$ cat config.mk
export PLATFORM = sky130hd
export DESIGN_NAME = fifo_read_ctrl_flat
export DESIGN_NICKNAME = d
export VERILOG_FILES = /design/src/rtl/fifo_pkg.sv /design/src/rtl/fifo_read_ctrl_if.sv /design/src/rtl/ptr_sync.sv /design/src/rtl/fifo_read_ctrl.sv /design/src/flat_wrapper.sv
export SDC_FILE = /design/constraint.sdc
export NUM_CORES = 1
export LEC_CHECK = 0
export BUFFER_PORTS_ARGS = -buffer_cell sky130_fd_sc_hd__buf_2
export CORE_MARGIN = 5
export CORE_UTILIZATION = 54
export DETAILED_ROUTE_END_ITERATION = 10
export HOLD_SLACK_MARGIN = 0.12
export PLACE_DENSITY = 0.79
export SETUP_SLACK_MARGIN = 0.05
export SLEW_MARGIN = 20
export SYNTH_ARGS = -nofsm -noshare
export SYNTH_HDL_FRONTEND = slang
export SYNTH_SLANG_ARGS = --single-unit
$ cat constraint.sdc
create_clock -name read_clk -period 3.3 [get_ports read_clk]
set_clock_uncertainty 0.15 [all_clocks]
set_input_delay 0 -clock read_clk [delete_from_list [all_inputs] [get_ports read_clk]]
set_output_delay 0 -clock read_clk [all_outputs]
set_load 0.01 [all_outputs]
$ cat src/rtl/fifo_pkg.sv
// Shared definitions for both controllers of the dual-clock 8-entry FIFO.
// Provides the pointer geometry and the Gray/binary conversions used on each side.
package fifo_pkg;

    localparam int FIFO_ADDR_W = 3;
    localparam int FIFO_PTR_W  = FIFO_ADDR_W + 1;

    typedef logic [FIFO_PTR_W-1:0] fifo_ptr_t;

    function automatic fifo_ptr_t bin2gray(input fifo_ptr_t bin);
        return bin ^ (bin >> 1);
    endfunction

    function automatic fifo_ptr_t gray2bin(input fifo_ptr_t gray);
        fifo_ptr_t bin;
        bin[FIFO_PTR_W-1] = gray[FIFO_PTR_W-1];
        for (int i = FIFO_PTR_W - 2; i >= 0; i--) begin
            bin[i] = bin[i+1] ^ gray[i];
        end
        return bin;
    endfunction

endpackage

$ cat src/rtl/fifo_read_ctrl_if.sv
// Read-side signal bundle of the dual-clock FIFO: pointer exchange, memory port and consumer flags.
// The master modport is the controller; the slave modport is its environment.
interface fifo_read_ctrl_if #(
    parameter int PTR_W = fifo_pkg::FIFO_PTR_W
);
    logic [PTR_W-1:0] write_ptr_gray;
    logic             rd_req;
    logic [PTR_W-1:0] read_addr;
    logic             read_enable;
    logic [PTR_W-1:0] read_ptr_gray;
    logic             empty;
    logic             rd_valid;
    logic [PTR_W-1:0] rd_level;
    logic             underflow;

    modport master (
        input  write_ptr_gray, rd_req,
        output read_addr, read_enable, read_ptr_gray, empty, rd_valid, rd_level, underflow
    );

    modport slave (
        output write_ptr_gray, rd_req,
        input  read_addr, read_enable, read_ptr_gray, empty, rd_valid, rd_level, underflow
    );
endinterface

$ cat src/rtl/ptr_sync.sv
// Plain multi-flop synchroniser for a Gray pointer crossing into the local clock domain.
// Shared by both FIFO controllers; nothing but flops sits in the chain.
module ptr_sync #(
    parameter int WIDTH  = 4,
    parameter int SYNC_N = 2
) (
    input  logic             clk,
    input  logic             rst_n,
    input  logic [WIDTH-1:0] i_async,
    output logic [WIDTH-1:0] o_sync
);

    logic [WIDTH-1:0] r_chain [SYNC_N];

    // NOTE: sequential state uses non-blocking assignments so every stage samples the pre-edge value.
    always_ff @(posedge clk) begin
        if (!rst_n) begin
            for (int i = 0; i < SYNC_N; i++) begin
                r_chain[i] <= '0;
            end
        end else begin
            r_chain[0] <= i_async;
            for (int i = 1; i < SYNC_N; i++) begin
                r_chain[i] <= r_chain[i-1];
            end
        end
    end

    assign o_sync = r_chain[SYNC_N-1];

endmodule

$ cat src/rtl/fifo_read_ctrl.sv
// Read-side pointer/flag controller of the dual-clock 8-entry FIFO (read_clk domain).
// Owns the read pointer, derives empty/level from the synchronised write pointer, flags underflow.
module fifo_read_ctrl
    import fifo_pkg::*;
#(
    parameter int ADDR_W = FIFO_ADDR_W,
    parameter int PTR_W  = ADDR_W + 1,
    parameter int SYNC_N = 2
) (
    input logic              read_clk,
    input logic              read_rst_n,
    fifo_read_ctrl_if.master bus
);

    logic [PTR_W-1:0] r_rbin;
    logic [PTR_W-1:0] r_rptr_gray;
    logic             r_empty;
    logic             r_rd_valid;
    logic [PTR_W-1:0] r_level;
    logic             r_underflow;

    logic [PTR_W-1:0] w_wq_gray;
    logic             w_pop;
    logic [PTR_W-1:0] w_rbin_next;
    logic             w_empty_next;
    logic [PTR_W-1:0] w_level_next;

    ptr_sync #(
        .WIDTH  (PTR_W),
        .SYNC_N (SYNC_N)
    ) u_wptr_sync (
        .clk     (read_clk),
        .rst_n   (read_rst_n),
        .i_async (bus.write_ptr_gray),
        .o_sync  (w_wq_gray)
    );

    // NOTE: every always_comb output gets a default first, so no path can infer a latch.
    always_comb begin
        w_pop        = 1'b0;
        w_rbin_next  = r_rbin;
        w_empty_next = 1'b1;
        w_level_next = '0;

        // Reset masks the pop so no memory read fires in the reset cycle itself.
        w_pop        = bus.rd_req & ~r_empty & read_rst_n;
        w_rbin_next  = r_rbin + {{(PTR_W-1){1'b0}}, w_pop};
        w_empty_next = (bin2gray(w_rbin_next) == w_wq_gray);
        w_level_next = gray2bin(w_wq_gray) - w_rbin_next;
    end

    always_ff @(posedge read_clk) begin
        if (!read_rst_n) begin
            r_rbin      <= '0;
            r_rptr_gray <= '0;
            r_empty     <= 1'b1;
            r_rd_valid  <= 1'b0;
            r_level     <= '0;
            r_underflow <= 1'b0;
        end else begin
            r_rbin      <= w_rbin_next;
            r_rptr_gray <= bin2gray(w_rbin_next);
            r_empty     <= w_empty_next;
            r_rd_valid  <= w_pop;
            r_level     <= w_level_next;
            r_underflow <= bus.rd_req & r_empty;
        end
    end

    assign bus.read_addr     = r_rbin;
    assign bus.read_enable   = w_pop;
    assign bus.read_ptr_gray = r_rptr_gray;
    assign bus.empty         = r_empty;
    assign bus.rd_valid      = r_rd_valid;
    assign bus.rd_level      = r_level;
    assign bus.underflow     = r_underflow;

endmodule
$ cat src/flat_wrapper.sv
// flat-port wrapper written by rule: the top's interface ports become plain ports
module fifo_read_ctrl_flat import fifo_pkg::*;
#(
    parameter int ADDR_W = FIFO_ADDR_W,
    parameter int PTR_W  = ADDR_W + 1,
    parameter int SYNC_N = 2
)
  (read_clk, read_rst_n, bus_write_ptr_gray, bus_rd_req, bus_read_addr, bus_read_enable, bus_read_ptr_gray, bus_empty, bus_rd_valid, bus_rd_level, bus_underflow);
  fifo_read_ctrl_if #(.PTR_W(PTR_W)) bus_i ();
  input logic read_clk;
  input logic read_rst_n;
  input wire logic [$bits(bus_i.write_ptr_gray)-1:0] bus_write_ptr_gray;
  input wire logic [$bits(bus_i.rd_req)-1:0] bus_rd_req;
  output wire logic [$bits(bus_i.read_addr)-1:0] bus_read_addr;
  output wire logic [$bits(bus_i.read_enable)-1:0] bus_read_enable;
  output wire logic [$bits(bus_i.read_ptr_gray)-1:0] bus_read_ptr_gray;
  output wire logic [$bits(bus_i.empty)-1:0] bus_empty;
  output wire logic [$bits(bus_i.rd_valid)-1:0] bus_rd_valid;
  output wire logic [$bits(bus_i.rd_level)-1:0] bus_rd_level;
  output wire logic [$bits(bus_i.underflow)-1:0] bus_underflow;
  assign bus_i.write_ptr_gray = bus_write_ptr_gray;
  assign bus_i.rd_req = bus_rd_req;
  assign bus_read_addr = bus_i.read_addr;
  assign bus_read_enable = bus_i.read_enable;
  assign bus_read_ptr_gray = bus_i.read_ptr_gray;
  assign bus_empty = bus_i.empty;
  assign bus_rd_valid = bus_i.rd_valid;
  assign bus_rd_level = bus_i.rd_level;
  assign bus_underflow = bus_i.underflow;
  fifo_read_ctrl #(.ADDR_W(ADDR_W), .PTR_W(PTR_W), .SYNC_N(SYNC_N)) u_core (.read_clk(read_clk), .read_rst_n(read_rst_n), .bus(bus_i));
endmodule
Yosys cells after proc, flatten, opt, wreduce, memory -nomap -nowiden. Memory sizes are Yosys's and may differ from the RTL's. Cells that the tools add are included.

Add/sub/neg operators: 2. Equal/unequal tests: 1. Bitwise logic cells: 10. Mux-type cells: 4.

Operators with widths (count): $mux 4 (2); $add 4x1->4 (1); $eq 4x4->1 (1); $sub 4x4->4 (1); $xor 4x3->4 (1); $and 1x1->1 (3); $xor 1x1->1 (3); $mux 1 (2); $or 1x1->1 (2); $not 1->1 (1).

Logic and storage cells: 24. RAM bits: 8. Register bits after elaboration: 15. Memories: 1.

Memories: u_core.u_wptr_sync.r_chain (words 2, bits a word 4, read ports 2, clocked after Yosys merged registers in 0, write ports 2, RTL line ptr_sync.sv:13) `logic [WIDTH-1:0] r_chain [SYNC_N];`.

Longest topological paths before layout.
Depth after elaboration: 6. Depth in mapped cells: 11. Gate-level depth less buffers: 9.

Modules after synthesis. A second synthesis with hierarchy kept.

Cells, all modules: 94. Area total of the unflattened synthesis: 964.7 µm².

By module, submodules not included: fifo_read_ctrl (instances 1, area each 724.4 µm², cells each 74, seq. area each 280.3 µm²); ptr_sync (instances 1, area each 240.2 µm², cells each 20, seq. area each 160.2 µm²).

Worst setup path after synthesis. Ideal clock, no wire load.

Path type: register to register. Start point: memory u_core.u_wptr_sync.r_chain[1][3] (netlist: u_core.u_wptr_sync.r_chain[0][7]). End point: register u_core.r_level[3] (netlist: u_core.bus.rd_level[3]). Period minus slack after synthesis: 2.201 ns. Data arrival time: 1.936 ns. Stages on the path, launching flop included: 10. Setup slack: 1.099 ns. Data required time: 3.035 ns. Cell sequence: dfxtp_1 > xor2_2 > xnor2_1 > xor2_1 > ha_1 > nand2b_1 > a22o_1 > o32a_1 > a21oi_1 > and3b_1.

RTL lines: from (decl) (RTL line ptr_sync.sv:13); to (signal assigned) (RTL line fifo_read_ctrl.sv:65) `r_level <= w_level_next;`; to (decl) (RTL line fifo_read_ctrl.sv:19) `logic [PTR_W-1:0] r_level;`.

Worst setup path in the final report.
Start point: input read_rst_n. End point: register u_core.r_level[3] (netlist: u_core.bus.rd_level[3]).

Cells in the longest elaborated chain, start to end: 3.

RTL lines: from (decl) (RTL line flat_wrapper.sv:11) `input logic read_rst_n;`; $and 1x1->1 (RTL line fifo_read_ctrl.sv:46) `w_pop = bus.rd_req & ~r_empty & read_rst_n;`; $add 4x1->4 (RTL line fifo_read_ctrl.sv:47) `w_rbin_next = r_rbin + {{(PTR_W-1){1'b0}}, w_pop};`; net u_core.w_rbin_next[0] (RTL line fifo_read_ctrl.sv:24) `logic [PTR_W-1:0] w_rbin_next;`; $sub 4x4->4 (RTL line fifo_read_ctrl.sv:49) `w_level_next = gray2bin(w_wq_gray) - w_rbin_next;`.

The timed path passes the listed nets, and every way through them passes these cells. A chain may end at the register's enable or synchronous reset.

==> out/qor.yml <==
post-cts-setup-buffer-count: 0
synth_edf_count: 0
synthArstFlopShare_pct: 0
nets: 136
netlist_area_um2: 938.4
hp-class: "flop to flop"
end_kind: "flop"
placed_cells: 125
status: "completed"
path_clk_slew_ns: 0.11
drv_cap: 0
syn_nets: 103
drtIter0Drc: 1
rsz0062_at_grt: "false"
grt_max_degree: 23
netlist.area_leader.share_pct: 46.93
ys.flop_type: "dfxtp_1"
ys_ff_latch: 22
clk_path_buf_depth: 2
drc_errors: 0
period_share_pct: 73.98
io_buffers: 22
dr.pass1.iters: 2
cts_tree: "done"
grt-ovfl-total: 0
ys_seq_area_share_pct: 46.93
num_vias: 679
r2r_start: "u_core.u_wptr_sync.r_chain[0][7]"
period_needed_ns: 2.441
core_um2: 1689
crit_fanout: 22
slew_headroom_pct: 68.82
initial_core_util_pct: 55.56
fmax_ghz: 0.4096
ioPinCount: 23
worstMarginPinSlew_ns: 0.4661
gp_congestion: 0.7713
yosys.cell_count.top_type: "dfxtp_1"
ys_warn_count: 0
drt-wirelength-per-cell_um: 11.09
slew_violations: 0
track_usage_pct: 13.62
grt_pass1_wl_um: 2691
grt_pass1_vias: 653
cts-htree-levels: 1
drt-total-wl_um: 1552
drive_gt1_share_pct: 23.58
cp-start-kind: "primary input"
criticalPathCategory: "primary input to flop"
yosysTopAreaCell: "dfxtp_1"
holdWs_ns: 0.2934
hp-start: "u_core.u_wptr_sync.r_chain[0][0]"
p_leak_nw: 0.5916
crit_path_cell_trace: "dlygate4sd3_1 > buf_2 > nand2_1 > nor2_1 > ha_1 > ha_1 > nand2b_1 > a22o_1 > o32a_1 > a21oi_1 > and3b_1"
cpPeakStageDelay_ns: 0.52
place_area_um2: 1046
p_per_area_nw_per_um2: 418.0
hpwl_um: 1113
syn_inst: 91
cts_resized: 0
syn_area_per_cell_um2: 10.31
antenna_found_initial: 0
clock_latency_ns: 0.31
ir_worst_vdd_mv: 0.2664
yosys-top-cells-area: "dfxtp_1 (47%), and2_1 (10%), ha_1 (6.7%)"
timing.setup.tns_ns: 0
row_count: 15
ys_types: 25
die_w_um: 51.69
crit_buf_inv: 2
num_antenna_cells: 0
die_area_um2: 2671
final_antenna_net_count: 0
die_h_um: 51.69
viasPerCell: 4.850
final_cell_area_um2: 1192
cp_slowest_cell: "dlygate4sd3_1"
critical_path_arrival_ns: 2.50
cp_top_family: "buffers and inverters"
fin_cells: 140
area_growth_pct: 27.07
critPathRequiredTime_ns: 3.36
pre_cts_slack_ns: 0.9307
fin_ws_ns: 0.8586
setup_viol: 0
numCtsBuffers: 3
crit_top_cell: "ha_1"
cts.sinks: 22
critPathLaunch: "read_rst_n"
hold_violations: 0
root_buffer: "clkbuf_4"
synth.top_cells.by_count: "dfxtp_1 (22), and2_1 (15), xor2_1 (7)"
==> what timing repair did <==
item | in CTS | in global routing
hold buffers | 11 | 0
endpoints found under the hold margin | 22 | 0
setup endpoints to repair | 0 | 0
==> logic make-up (layout without fill, tap and decap cells) <==
group	count (synthesis)	after routing	share of synthesized area, %
DFF	22	22	46.93
AOI/OAI and AO/OA	6	6	4.134
xor gates and xnor gates	15	15	15.60
and+or+nand+nor	34	34	20.53
adders and majority gates	5	5	6.667
buffers and inverters	6	38	2.933
muxes	3	3	3.200
==> per-layer routing <==
| metal | global-route usage (%) | part of all wire (%) |
|---|---|---|
| met4 | 5.240 | 1.6 |
| met1 | 15.18 | 43 |
| met2 | 23.94 | 49 |
| met5 | 0 | 0 |
| met3 | 4.298 | 6.4 |
==> per-stage QoR <==
stage	utilization (%)	power, W
after global placement	61.93	0.0003492
final	70.59	0.0004984
after CTS	70.59	0.0005052
after detailed placement	61.93	0.0003510
after global routing	70.59	0.0005229
after floorplan	-	0.0003318
==> registers in the layout, summed over array words and instances, names as in the netlist <==
name,count
u_core.bus.read_addr,3
u_core.bus.read_ptr_gray,4
u_core.u_wptr_sync.r_chain,8
u_core.bus.underflow,1
u_core.bus.rd_level,4
u_core.bus.empty,1
u_core.bus.rd_valid,1
==> report_power, final <==
group          internal, W  leakage, nW   total, W  switching (W)
clock network    0.0000674       0.0210   0.000145      0.0000771
registers         0.000279        0.181   0.000285     0.00000593
logic            0.0000376        0.390  0.0000687      0.0000311
==> path summary, 6_finish.rpt <==
| path | depth (start not counted) | to | slack, ns |
|---|---|---|---|
| worst min register to register | 1 | u_core.u_wptr_sync.r_chain[0][4] | 0.29 |
| worst max register to register | 9 | u_core.bus.rd_level[3] | 0.91 |
| worst min-delay path | 1 | u_core.u_wptr_sync.r_chain[0][4] | 0.29 |
| worst max-delay path | 11 | u_core.bus.rd_level[3] | 0.86 |
==> final cells by class <==
cell class | instances | area, µm²
clock buffer | 4 | 36.28
inverter | 1 | 3.754
multi-input combinational | 63 | 470.5
tap | 17 | 21.27
fill | 124 | 496.7
timing repair buffer | 33 | 220.2
sequential | 22 | 440.4
==> cell usage in the layout, fill, tap and decap left out <==
cell,n
buf_2,22
dfxtp_1,22
and2_1,15
dlygate4sd3_1,11
xor2_1,7
xnor2_1,6
nor2_1,5
ha_1,5
nand2_1,4
mux2i_1,3
clkbuf_4,3
and3_1,2
nand3_1,2
a21oi_1,2
o21ai_0,2
nor2b_1,2
xor2_2,1
inv_1,1
xnor2_2,1
nor3_1,1
and3b_2,1
nand2b_1,1
a22o_1,1
o32a_1,1
and3b_1,1
clkbuf_8,1
Power figures use the tool's default switching activity.
